===== config.mk =====
export PLATFORM = sky130hd
export DESIGN_NAME = avalon_mm_arbiter
export DESIGN_NICKNAME = d
export VERILOG_FILES = /design/src/rtl/avalon_mm_arbiter.sv
export SDC_FILE = /design/constraint.sdc
export NUM_CORES = 1
export LEC_CHECK = 0
export CAP_MARGIN = 15
export CORE_AREA = 2 2 124 126
export DETAILED_ROUTE_END_ITERATION = 7
export DIE_AREA = 0 0 126 128
export GPL_TIMING_DRIVEN = 0
export PLACE_DENSITY = 0.65
export SLEW_MARGIN = 5
export SYNTH_ARGS = -nofsm -noshare
export SYNTH_HDL_FRONTEND = slang
export SYNTH_SLANG_ARGS = --single-unit

===== constraint.sdc =====
create_clock -name clk -period 3.4 [get_ports clk]
set_clock_uncertainty 0.15 [all_clocks]
set_input_delay 0.68 -clock clk [delete_from_list [all_inputs] [get_ports clk]]
set_output_delay 0.68 -clock clk [all_outputs]
set_load 0.1 [all_outputs]

===== src/rtl/avalon_mm_arbiter.sv =====
// -----------------------------------------------------------------------------
// avalon_mm_arbiter
//
// Shares one Avalon-MM read/write agent between two hosts (typically host 0 =
// instruction fetch, host 1 = load/store unit). One command per cycle is
// forwarded to the agent with zero added latency. The grant is held across
// agent wait-states. The owner of every accepted read is remembered in a small
// FIFO so that each readdatavalid beat is returned to the host that issued it.
//
// Build option:
//   AVMM_ARB_ROUND_ROBIN_EN  defined   -> round-robin tie-break (the host that
//                                          was not granted last wins a tie)
//                            undefined -> fixed priority, host 0 wins every tie
//
// Parameters:
//   MAX_PENDING  outstanding reads tracked (owner FIFO depth), >= 1
//   ADDR_W       address width
//   DATA_W       data width (byteenable is DATA_W/8 wide)
//
// Ports:
//   clk, reset                  clock, synchronous active-high reset
//   host0_* / host1_*           upstream ports (agent side of each host)
//     address, byteenable, read, write, host_to_agent   (in)
//     waitrequest, readdatavalid, agent_to_host         (out)
//   agent_*                     downstream port towards the shared agent
//     address, byteenable, read, write, host_to_agent   (out)
//     waitrequest, readdatavalid, agent_to_host         (in)
// -----------------------------------------------------------------------------
module avalon_mm_arbiter #(
  parameter int MAX_PENDING = 4,
  parameter int ADDR_W      = 32,
  parameter int DATA_W      = 32,
  parameter int BE_W        = DATA_W / 8
) (
  input  logic              clk,
  input  logic              reset,

  input  logic [ADDR_W-1:0] host0_address,
  input  logic [BE_W-1:0]   host0_byteenable,
  input  logic              host0_read,
  input  logic              host0_write,
  input  logic [DATA_W-1:0] host0_host_to_agent,
  output logic              host0_waitrequest,
  output logic              host0_readdatavalid,
  output logic [DATA_W-1:0] host0_agent_to_host,

  input  logic [ADDR_W-1:0] host1_address,
  input  logic [BE_W-1:0]   host1_byteenable,
  input  logic              host1_read,
  input  logic              host1_write,
  input  logic [DATA_W-1:0] host1_host_to_agent,
  output logic              host1_waitrequest,
  output logic              host1_readdatavalid,
  output logic [DATA_W-1:0] host1_agent_to_host,

  output logic [ADDR_W-1:0] agent_address,
  output logic [BE_W-1:0]   agent_byteenable,
  output logic              agent_read,
  output logic              agent_write,
  output logic [DATA_W-1:0] agent_host_to_agent,
  input  logic              agent_waitrequest,
  input  logic              agent_readdatavalid,
  input  logic [DATA_W-1:0] agent_agent_to_host
);

  localparam int PTR_W = (MAX_PENDING > 1) ? $clog2(MAX_PENDING) : 1;
  localparam int CNT_W = $clog2(MAX_PENDING + 1);

  typedef enum logic {
    IDLE   = 1'b0,
    LOCKED = 1'b1
  } state_t;

  // ---------------------------------------------------------------------------
  // Request vectors, indexed by host number
  // ---------------------------------------------------------------------------
  logic [1:0] host_rd;
  logic [1:0] host_wr;
  logic [1:0] host_req;
  logic [1:0] host_wait;
  logic [1:0] host_rdv;

  assign host_rd  = {host1_read,  host0_read};
  assign host_wr  = {host1_write, host0_write};
  assign host_req = host_rd | host_wr;

  // ---------------------------------------------------------------------------
  // State
  // ---------------------------------------------------------------------------
  state_t state_reg, state_next;
  logic   owner_reg, owner_next;   // host holding the lock while LOCKED

`ifdef AVMM_ARB_ROUND_ROBIN_EN
  logic   last_grant_reg;          // host whose command was accepted last
`endif

  // Owner FIFO: one bit per outstanding read
  logic             owner_mem [MAX_PENDING];
  logic [PTR_W-1:0] wr_ptr_reg;
  logic [PTR_W-1:0] rd_ptr_reg;
  logic [CNT_W-1:0] count_reg;
  logic             fifo_empty;
  logic             fifo_full;
  logic             fifo_head;

  assign fifo_empty = (count_reg == '0);
  assign fifo_full  = (count_reg == CNT_W'(MAX_PENDING));
  assign fifo_head  = owner_mem[rd_ptr_reg];

  // ---------------------------------------------------------------------------
  // Winner selection
  // ---------------------------------------------------------------------------
  logic winner;

  always_comb begin
    winner = 1'b0;
    if (reset) begin
      winner = 1'b0;                     // datapath follows host 0 in reset
    end else if (state_reg == LOCKED) begin
      winner = owner_reg;
    end else if (host_req == 2'b11) begin
`ifdef AVMM_ARB_ROUND_ROBIN_EN
      winner = ~last_grant_reg;
`else
      winner = 1'b0;
`endif
    end else if (host_req[1]) begin
      winner = 1'b1;
    end
  end

  // ---------------------------------------------------------------------------
  // Command path
  // ---------------------------------------------------------------------------
  logic win_rd;
  logic win_wr;
  logic pop;
  logic push;
  logic read_room;
  logic issue;
  logic accept;

  // read has precedence if a host illegally raises both strobes
  assign win_rd = host_rd[winner];
  assign win_wr = host_wr[winner] & ~win_rd;

  // A beat returning this cycle frees a slot, so a read can go out in the
  // same cycle the FIFO drops from full.
  assign pop       = agent_readdatavalid & ~fifo_empty & ~reset;
  assign read_room = ~fifo_full | pop;

  assign agent_read  = ~reset & win_rd & read_room;
  assign agent_write = ~reset & win_wr;

  assign issue  = agent_read | agent_write;
  assign accept = issue & ~agent_waitrequest;
  assign push   = accept & agent_read;

  assign agent_address       = winner ? host1_address       : host0_address;
  assign agent_byteenable    = winner ? host1_byteenable    : host0_byteenable;
  assign agent_host_to_agent = winner ? host1_host_to_agent : host0_host_to_agent;

  // ---------------------------------------------------------------------------
  // Per-host handshake and response routing
  // ---------------------------------------------------------------------------
  for (genvar gi = 0; gi < 2; gi++) begin : g_host
    // Only the host whose command is actually on the agent bus may see the
    // agent's waitrequest; everyone else (including a read held back by a
    // full FIFO) is stalled.
    assign host_wait[gi] = ~(issue & (winner == 1'(gi))) | agent_waitrequest;
    assign host_rdv[gi]  = pop & (fifo_head == 1'(gi));
  end

  assign host0_waitrequest   = host_wait[0];
  assign host1_waitrequest   = host_wait[1];
  assign host0_readdatavalid = host_rdv[0];
  assign host1_readdatavalid = host_rdv[1];
  assign host0_agent_to_host = agent_agent_to_host;
  assign host1_agent_to_host = agent_agent_to_host;

  // ---------------------------------------------------------------------------
  // Lock FSM
  // ---------------------------------------------------------------------------
  always_comb begin
    state_next = state_reg;
    owner_next = owner_reg;
    case (state_reg)
      IDLE: begin
        if (issue && agent_waitrequest) begin
          state_next = LOCKED;
          owner_next = winner;
        end
      end
      LOCKED: begin
        // Leaving on a dropped request keeps a misbehaving host from
        // wedging the bus forever.
        if (accept || !host_req[owner_reg]) begin
          state_next = IDLE;
        end
      end
      default: begin
        state_next = IDLE;
      end
    endcase
  end

  always_ff @(posedge clk) begin
    if (reset) begin
      state_reg <= IDLE;
      owner_reg <= 1'b0;
    end else begin
      state_reg <= state_next;
      owner_reg <= owner_next;
    end
  end

`ifdef AVMM_ARB_ROUND_ROBIN_EN
  always_ff @(posedge clk) begin
    if (reset) begin
      last_grant_reg <= 1'b1;            // host 0 wins the first tie
    end else if (accept) begin
      last_grant_reg <= winner;
    end
  end
`endif

  // ---------------------------------------------------------------------------
  // Owner FIFO
  // ---------------------------------------------------------------------------
  always_ff @(posedge clk) begin
    if (push) begin
      owner_mem[wr_ptr_reg] <= winner;
    end
  end

  always_ff @(posedge clk) begin
    if (reset) begin
      wr_ptr_reg <= '0;
      rd_ptr_reg <= '0;
      count_reg  <= '0;
    end else begin
      if (push) begin
        wr_ptr_reg <= (wr_ptr_reg == PTR_W'(MAX_PENDING - 1)) ? '0 : wr_ptr_reg + 1'b1;
      end
      if (pop) begin
        rd_ptr_reg <= (rd_ptr_reg == PTR_W'(MAX_PENDING - 1)) ? '0 : rd_ptr_reg + 1'b1;
      end
      case ({push, pop})
        2'b10:   count_reg <= count_reg + 1'b1;
        2'b01:   count_reg <= count_reg - 1'b1;
        default: count_reg <= count_reg;
      endcase
    end
  end

`ifndef SYNTHESIS
  // A response with nothing outstanding has no owner; it is dropped above.
  rdv_with_empty_fifo: assert property (
    @(posedge clk) disable iff (reset) !(agent_readdatavalid && fifo_empty)
  );
`endif

endmodule


==> impl_metrics.py, run 1 <==
metrics = {
    "setup_path": {
        "crit_type": "in -> out",
        "r2r-end": "count_reg[2]",
        "crit_required_ns": 2.57,
        "r2r-start": "state_reg",
        "cp-startpoint": "host1_read",
        "cp-start-kind": "input port",
        "reg2reg_depth": 10,
        "rrSetupSlack_ns": 0.73,
        "crit_end": "agent_host_to_agent[18]",
        "endpoint_kind": "primary output",
        "path_max_fanout": 13,
        "cp.arrival_ns": 2.47,
    },
    "drt": {
        "drt_iter0_drc": 75,
        "drc": 0,
        "avgViaCountPerCell": 3.79,
        "drt_first_pass_iters": 4,
        "detail-route-antenna-nets": 0,
        "vias": 2673,
        "routed_wl_um": 11400,
        "post_drt_wl_per_cell_um": 16.2,
    },
    "yosys": {
        "synth_top_area_share_pct": 22.0,
        "netlist_area_sq_um": 2250,
        "yosysSeqAreaShare_pct": 15.1,
        "synthCells": 229,
        "synthFlopType": "dfxtp_1",
        "ys_ff_latch": 15,
        "async_reset_ff_share_pct": 0,
        "synth_edf_count": 4,
        "synth.area.top_cells": "mux2_2 (22%), buf_4 (21%), mux2_4 (13%)",
        "syn_area_per_cell_sq_um": 9.81,
        "ys_types": 35,
        "yosysWarnings": 0,
        "syn_nets": 412,
        "yosys.area.top_type": "mux2_2",
    },
    "min_path": {
        "min_path_type": "reg -> reg",
        "min_from": "count_reg[2]",
    },
    "placed_design": {
        "dpl.hpwl_um": 10000,
        "place_area_sq_um": 5300,
        "gp_congestion": 0.748,
        "io_buffers": 281,
    },
    "finish": {
        "diodes": 0,
        "fin_area_sq_um": 5650,
        "layout-drive-gt1-share_pct": 44.1,
        "area_growth_pct": 151,
        "nNetsFinal": 701,
    },
    "timing": {
        "min_period_ns": 3.30,
        "setup_tns_ns": 0,
        "rsz0062_at_grt": "no",
        "fmax_mhz": 303,
        "post-route-period-util_pct": 97.0,
        "setup_violations": 0,
        "worst_pin_slew_ns": 1.01,
        "finalMaxSlewViolations": 0,
        "slew_headroom_pct": 32.6,
        "hold_viol": 0,
    },
    "clock_tree": {
        "cts_tree": "built",
        "clock_latency_ns": 0.24,
        "cts_made_buffers": 3,
        "cts_buffer_depth": 2,
        "clkSinkCount": 15,
        "htree_levels": 1,
        "ctsHoldBuffers": 0,
        "clk_pin_slew_worst_paths_ns": 0.04,
        "cts-root-buf": "clkbuf_16",
    },
    "floorplan": {
        "rows": 45,
        "dieArea_sq_um": 16100,
        "core_sq_um": 14900,
        "start_util_pct": 15.1,
        "die-width_um": 126,
        "ios": 314,
        "dieHeight_um": 128,
    },
    "power": {
        "power_density_nw_per_um2": 325,
        "ir_worst_vdd_mv": 0.195,
        "power.leakage_nw": 2.37,
    },
    "global_route": {
        "grt_pass1_vias": 2870,
        "antenna_found_initial": 0,
        "grt_max_degree": 14,
        "track_usage_pct": 12.7,
        "grt_remaining_overflow": 0,
        "grt_pass1_wl_um": 15800,
    },
    "job": {
        "max_cap_violations": 0,
    },
    "status": {
        "outcome": "finished, final reports clean",
    },
}
==> through the flow <==
stage / worst slack (ns) / instances / power [mW] / util, % / hold WS, ns
finish: 0.101 / 705 / 1.83 / 38.0 / 0.360
global placement: -1.29 / 698 / 1.55 / 35.7 / 0.333
CTS: 0.0000286 / 704 / 1.80 / 36.4 / 0.363
global route: 0.0371 / 705 / 1.89 / 38.0 / 0.384
detailed placement: -1.27 / 698 / 1.56 / 35.7 / 0.357
floorplan: 0.0703 / 229 / 1.17 / - / 0.321
==> critical path: stages <==
cell,delay (ns)
clkbuf_2,0.12
nor2_1,0.07
or4_4,0.55
a21oi_4,0.20
buf_12,0.16
buf_12,0.13
mux2_2,0.36
buf_6,0.19
==> worst min-delay path by stage <==
stage	end	slack (ns)	cells past startpoint
5_1_grt	count_reg[2]	0.38	2
2_1_floorplan	count_reg[2]	0.32	2
3_5_place_dp	count_reg[2]	0.36	2
4_1_cts	count_reg[2]	0.36	2
6_report	count_reg[2]	0.36	2
3_3_place_gp	count_reg[2]	0.33	2
==> area by class of cell <==
cell class,instances,area [sq um]
inverters,10,37.5
plain buffers,72,611
repair buffers,284,3010
clock buffers,4,78.8
fillers,1489,9220
multi-input cells,132,1340
flip-flops and latches,15,340
well taps,188,235
==> what timing repair did <==
item                                   4_1_cts  5_1_grt
pin swaps                                    1        1
endpoints found under the hold margin        0        0
gates resized for setup                    482       65
gates cloned                                 0        1
setup endpoints to repair                   75       65
setup buffers                                2        0
==> metal layers <==
layer / share of wire, % / global-route usage (%) / up-vias
li1: - / - / 1306
met1: 34 / 13.3 / 1229
met4: 0.67 / 1.87 / 0
met2: 57 / 25.3 / 134
met5: 0 / 0 / -
met3: 8.2 / 3.63 / 4
==> cells in the final DEF (no fill, tap or decap), types with 5 or more instances in the layout <==
cell type / netlist / routed
and2_1: 5 / 5
buf_12: 0 / 14
buf_4: 64 / 65
buf_6: 7 / 54
buf_8: 0 / 6
clkdlybuf4s50_1: 0 / 203
dfxtp_1: 11 / 11
ha_1: 6 / 6
inv_1: 10 / 10
mux2_2: 44 / 41
mux2_4: 20 / 25
nand2_1: 6 / 6
nor2_1: 9 / 9
==> power breakdown <==
part | leakage [nW] | total (mW) | switching (mW) | internal [mW]
Sequential | 0.127 | 0.203 | 0.00956 | 0.194
Combinational | 2.21 | 1.41 | 0.927 | 0.482
Clock | 0.0382 | 0.222 | 0.0641 | 0.158
==> cell families (layout without fill, tap and decap cells) <==
group,Yosys count,count (layout),synth area share (%)
flip-flops,15,15,15.1
buffers and inverters,82,370,26.7
XOR/XNOR,2,2,0.780
multiplexers,71,71,39.4
AND/OR/NAND/NOR,33,33,7.68
AO/OA/AOI/OAI,19,19,6.07
adder cells (fa/ha/maj),7,7,4.23
==> synthesized netlist by cell type, types with 2 or more instances <==
cell type and instances:
mux2_4 20, and2_1 5, nor3_1 3, nor2b_1 2, o21ai_0 4, o31ai_1 4, a211oi_1 2, edfxtp_1 4
xor2_1 2, inv_1 10, buf_6 7, nand2_1 6, dfxtp_1 11, buf_4 64, nand2b_1 2, nor2_1 9
mux2_2 44, a21oi_1 4, mux2_1 5, ha_1 6
Note: power is estimated with default switching activity, not from simulation.
==> run 2, diff against run 1 <==
Clock period 3.4 ns to 3.1 ns, I/O delays scaled along.
==> impl_metrics.py, run 2 (synthesized netlist as in run 1, its figures left out) <==
metrics = {
    "clock_tree": {
        "cts_buffer_depth": 2,
        "cts-root-buf": "clkbuf_16",
        "clock_latency_ns": 0.24,
        "cts_made_buffers": 3,
        "clkSinkCount": 15,
        "htree_levels": 1,
        "cts_tree": "built",
        "clk_pin_slew_worst_paths_ns": 0.05,
    },
    "timing": {
        "setup_tns_ns": -0.709,
        "fmax_mhz": 315,
        "rsz0062_at_grt": "yes",
        "setup_violations": 11,
        "setup_slack_ns": -0.0738,
        "hold_viol": 0,
        "slew_headroom_pct": 34.2,
        "post-route-period-util_pct": 102,
        "min_period_ns": 3.17,
        "whs_ns": 0.359,
        "finalMaxSlewViolations": 0,
        "worst_pin_slew_ns": 0.984,
    },
    "setup_path": {
        "crit_required_ns": 2.33,
        "crit_type": "in -> out",
        "reg2reg_depth": 10,
        "endpoint_kind": "primary output",
        "cp-startpoint": "host1_read",
        "crit_end": "agent_host_to_agent[7]",
        "r2r-end": "count_reg[2]",
        "cp-start-kind": "input port",
        "rrSetupSlack_ns": 0.52,
        "cp.arrival_ns": 2.40,
        "path_max_fanout": 7,
        "r2r-start": "state_reg",
    },
    "floorplan": {
        "dieHeight_um": 128,
        "ios": 314,
        "rows": 45,
        "core_sq_um": 14900,
        "dieArea_sq_um": 16100,
        "die-width_um": 126,
        "start_util_pct": 15.1,
    },
    "finish": {
        "final_common_cell": "clkdlybuf4s50_1",
        "nNetsFinal": 714,
        "final_cell_mix": "clkdlybuf4s50_1 (202), buf_12 (76), buf_4 (70), mux2_4 (67), dfxtp_1 (11)",
        "diodes": 0,
        "area_growth_pct": 192,
        "layout-drive-gt1-share_pct": 46.6,
    },
    "drt": {
        "routed_wl_um": 11000,
        "detail-route-antenna-nets": 0,
        "post_drt_wl_per_cell_um": 15.4,
        "vias": 2746,
        "drc": 0,
        "drt_iter0_drc": 79,
        "avgViaCountPerCell": 3.82,
        "drt_first_pass_iters": 4,
    },
    "power": {
        "ir_worst_vdd_mv": 0.193,
        "power.leakage_nw": 2.82,
        "power_density_nw_per_um2": 337,
        "p_total_mw": 2.21,
    },
    "global_route": {
        "grt_pass1_vias": 2976,
        "track_usage_pct": 12.2,
        "grt_pass1_wl_um": 15600,
        "grt_max_degree": 11,
        "antenna_found_initial": 0,
        "grt_remaining_overflow": 0,
    },
    "placed_design": {
        "io_buffers": 281,
        "dpl.hpwl_um": 8810,
        "gp_congestion": 0.749,
    },
    "min_path": {
        "min_path_type": "reg -> reg",
    },
    "status": {
        "outcome": "finished, violations left",
        "violations": "negative setup slack",
    },
    "job": {
        "max_cap_violations": 0,
    },
}
## run 2: cell types whose count changed in the layout (fill, tap and decap cells not counted), moves of 3 or more
cell,delta
buf_6,-49
buf_12,+62
mux2_4,+42
clkbuf_2,-4
buf_16,+3
mux2_1,-3
buf_2,-3
buf_4,+5
mux2_2,-39
## run 2: timing repair
action	4_1_cts	5_1_grt
hold buffers	0	0
buffers inserted	12	1
setup endpoints to repair	76	71
resized for setup	660	74
pin swaps	3	3
gates cloned	8	0
## run 2: power by group
| group | leakage [nW] | total [mW] | switching, mW | internal, mW |
|---|---|---|---|---|
| logic | 2.66 | 1.74 | 1.05 | 0.686 |
| clock network | 0.0409 | 0.249 | 0.0773 | 0.172 |
| registers | 0.127 | 0.223 | 0.0102 | 0.212 |
| total | 2.82 | 2.21 | 1.14 | 1.07 |
## run 2: how the worst min path moves through the flow
stage | depth (start not counted) | startpoint | slack [ns] | end
floorplan | 2 | count_reg[2] | 0.32 | count_reg[2]
global placement | 2 | count_reg[2] | 0.33 | count_reg[2]
global route | 2 | count_reg[2] | 0.39 | count_reg[2]
detailed placement | 2 | count_reg[2] | 0.36 | count_reg[2]
CTS | 2 | count_reg[2] | 0.36 | count_reg[2]
finish | 2 | count_reg[2] | 0.36 | count_reg[2]
## run 2: metal layers
metal	part of all wire (%)	up-vias	GRT usage (%)
met5	0	-	0
met4	1.0	0	2.13
met3	9.3	10	4.01
met2	53	159	23.1
met1	36	1247	13.5
li1	-	1330	-
## run 2: layout make-up
type                    instances  area (sq um)
plain buffers                  72           604
clock buffers                   3          75.1
clock inverters                 1          5.00
fillers                      1389          8300
inverters                      10          37.5
multi-input cells             132          1510
flip-flops and latches         15           340
well taps                     188           235
repair buffers                297          3760
## run 2: per-stage QoR
step	setup slack (ns)	area [sq um]	cells	utilization [%]
global route	-0.114	6560	718	44.2
CTS	-0.148	6410	722	43.1
detailed placement	-1.42	5300	698	35.7
finish	-0.0738	6560	718	44.2
global placement	-1.42	5300	698	35.7
floorplan	0.117	2250	229	-
## run 2: critical path: stages
cell     delay, ns
buf_8         0.08
nor2_4        0.03
or4_4         0.53
a21oi_4       0.23
buf_12        0.17
buf_12        0.12
buf_8         0.12
mux2_4        0.32
buf_12        0.17
==> run 3, diff against run 2 <==
Settings changed: CELL_PAD_IN_SITES_DETAIL_PLACEMENT from default to 0, CELL_PAD_IN_SITES_GLOBAL_PLACEMENT from default to 1, CORE_AREA 2 2 124 126 to default, CORE_ASPECT_RATIO from default to 0.7, CORE_MARGIN from default to 2, CORE_UTILIZATION from default to 15, DIE_AREA 0 0 126 128 to default, HOLD_SLACK_MARGIN from default to 0.08, PLACE_DENSITY 0.65 to default, PLACE_DENSITY_LB_ADDON from default to 0.1.
==> impl_metrics.py, run 3 (synthesized netlist as in run 1, its figures left out) <==
metrics = {
    "setup_path": {
        "endpoint_kind": "primary output",
        "cp-start-kind": "input port",
        "cp.arrival_ns": 2.44,
        "crit_required_ns": 2.33,
        "crit_type": "in -> out",
        "rrSetupSlack_ns": 0.49,
        "path_max_fanout": 10,
    },
    "floorplan": {
        "rows": 37,
        "dieArea_sq_um": 16000,
        "ios": 314,
        "start_util_pct": 15.3,
        "core_sq_um": 14700,
        "die-width_um": 150,
        "dieHeight_um": 106,
    },
    "timing": {
        "post-route-period-util_pct": 103,
        "fmax_mhz": 312,
        "worst_pin_slew_ns": 1.01,
        "min_period_ns": 3.21,
        "rsz0062_at_grt": "yes",
        "setup_violations": 57,
        "hold_viol": 0,
        "finalMaxSlewViolations": 0,
        "setup_slack_ns": -0.108,
        "slew_headroom_pct": 32.4,
        "setup_tns_ns": -3.85,
    },
    "global_route": {
        "grt_max_degree": 11,
        "track_usage_pct": 14.0,
        "grt_pass1_wl_um": 17100,
        "grt_pass1_vias": 3023,
        "antenna_found_initial": 0,
        "grt_remaining_overflow": 0,
    },
    "clock_tree": {
        "clock_latency_ns": 0.24,
        "ctsHoldBuffers": 0,
        "cts_made_buffers": 3,
        "cts_tree": "built",
        "cts-root-buf": "clkbuf_16",
        "cts_buffer_depth": 2,
        "clkSinkCount": 15,
        "htree_levels": 1,
        "clk_pin_slew_worst_paths_ns": 0.04,
    },
    "power": {
        "seq_power_share_pct": 10.1,
        "switching_share_pct": 51.4,
        "power.leakage_nw": 2.82,
        "power_frac_clock_pct": 11.1,
        "intPower_mw": 1.07,
        "p_total_mw": 2.20,
        "power_density_nw_per_um2": 335,
        "p_sw_mw": 1.13,
        "p_comb_share_pct": 78.7,
        "ir_worst_vdd_mv": 0.168,
    },
    "drt": {
        "vias": 2749,
        "drt_first_pass_iters": 4,
        "routed_wl_um": 12000,
        "avgViaCountPerCell": 3.78,
        "detail-route-antenna-nets": 0,
        "post_drt_wl_per_cell_um": 16.5,
        "drt_iter0_drc": 85,
        "drc": 0,
    },
    "placed_design": {
        "gp_congestion": 0.752,
        "io_buffers": 281,
        "place_inst": 705,
        "dpl.hpwl_um": 9850,
    },
    "status": {
        "violations": "negative setup slack",
        "outcome": "finished, violations left",
    },
    "finish": {
        "layout-drive-gt1-share_pct": 46.6,
        "stdcell_count": 727,
        "diodes": 0,
        "nNetsFinal": 716,
        "nFillCells": 1381,
        "final_cell_mix": "clkdlybuf4s50_1 (202), buf_12 (75), buf_4 (71), mux2_4 (66), dfxtp_1 (11)",
        "final_util_pct": 44.8,
        "area_growth_pct": 193,
        "final_common_cell": "clkdlybuf4s50_1",
    },
    "min_path": {
        "min_path_type": "reg -> reg",
    },
    "job": {
        "max_cap_violations": 0,
    },
}
## run 3: cell types whose count changed in the layout (fill, tap and decap cells not counted), sizes merged
cell    before  now
buf        162  164
bufbuf       0    1
clkinv       1    0
## run 3: worst max-delay path: stages
cell and delay (ns):
buf_8 0.08, nor2_4 0.03, or4_4 0.54, a21oi_4 0.17
buf_4 0.13, buf_6 0.11, buf_16 0.12, buf_12 0.14
mux2_4 0.32, buf_12 0.17
## run 3: final cells by class
type / instances / area [sq um] / share of cell area (%)
Clock buffer: 4 / 78.8 / 1.20
Tap cell: 195 / 244 / 3.71
Sequential cell: 15 / 340 / 5.17
Timing Repair Buffer: 302 / 3800 / 57.8
Buffer: 69 / 564 / 8.58
Inverter: 10 / 37.5 / 0.571
Multi-Input combinational cell: 132 / 1510 / 23.0
## run 3: worst paths after layout
check,from,cells past startpoint,end
worst min register to register,count_reg[2],2,count_reg[2]
worst min-delay path,count_reg[2],2,count_reg[2]
worst max-delay path,host1_write,10,agent_host_to_agent[11]
worst max register to register,state_reg,10,count_reg[2]
## run 3: power groups by stage
| stage | registers [mW] | logic (mW) | clock network (mW) |
|---|---|---|---|
| floorplan | 0.224 | 1.06 | 0 |
| global placement | 0.226 | 1.48 | 0 |
| detailed placement | 0.226 | 1.48 | 0 |
| CTS | 0.223 | 1.75 | 0.253 |
| global route | 0.225 | 1.79 | 0.263 |
| finish | 0.223 | 1.73 | 0.245 |
## run 3: per-layer routing
metal	track usage, %	share of wire (%)
met3	3.26	7.4
met2	27.4	55
met5	0	0
met4	1.08	0.23
met1	15.9	38
## run 3: stage by stage
stage / setup slack (ns) / cell area (sq um) / hold slack (ns)
after floorplan: 0.117 / 2250 / 0.321
after global placement: -1.41 / 5310 / 0.348
after detailed placement: -1.47 / 5310 / 0.359
after CTS: -0.147 / 6670 / 0.368
after global routing: -0.159 / 6580 / 0.403
final: -0.108 / 6580 / 0.363
## run 3: timing repair
| action | CTS | global route |
|---|---|---|
| resized for setup | 728 | 11 |
| pin swaps | 2 | 3 |
| buffers inserted | 15 | 4 |
| setup endpoints to repair | 76 | 73 |
| gates cloned | 6 | 0 |
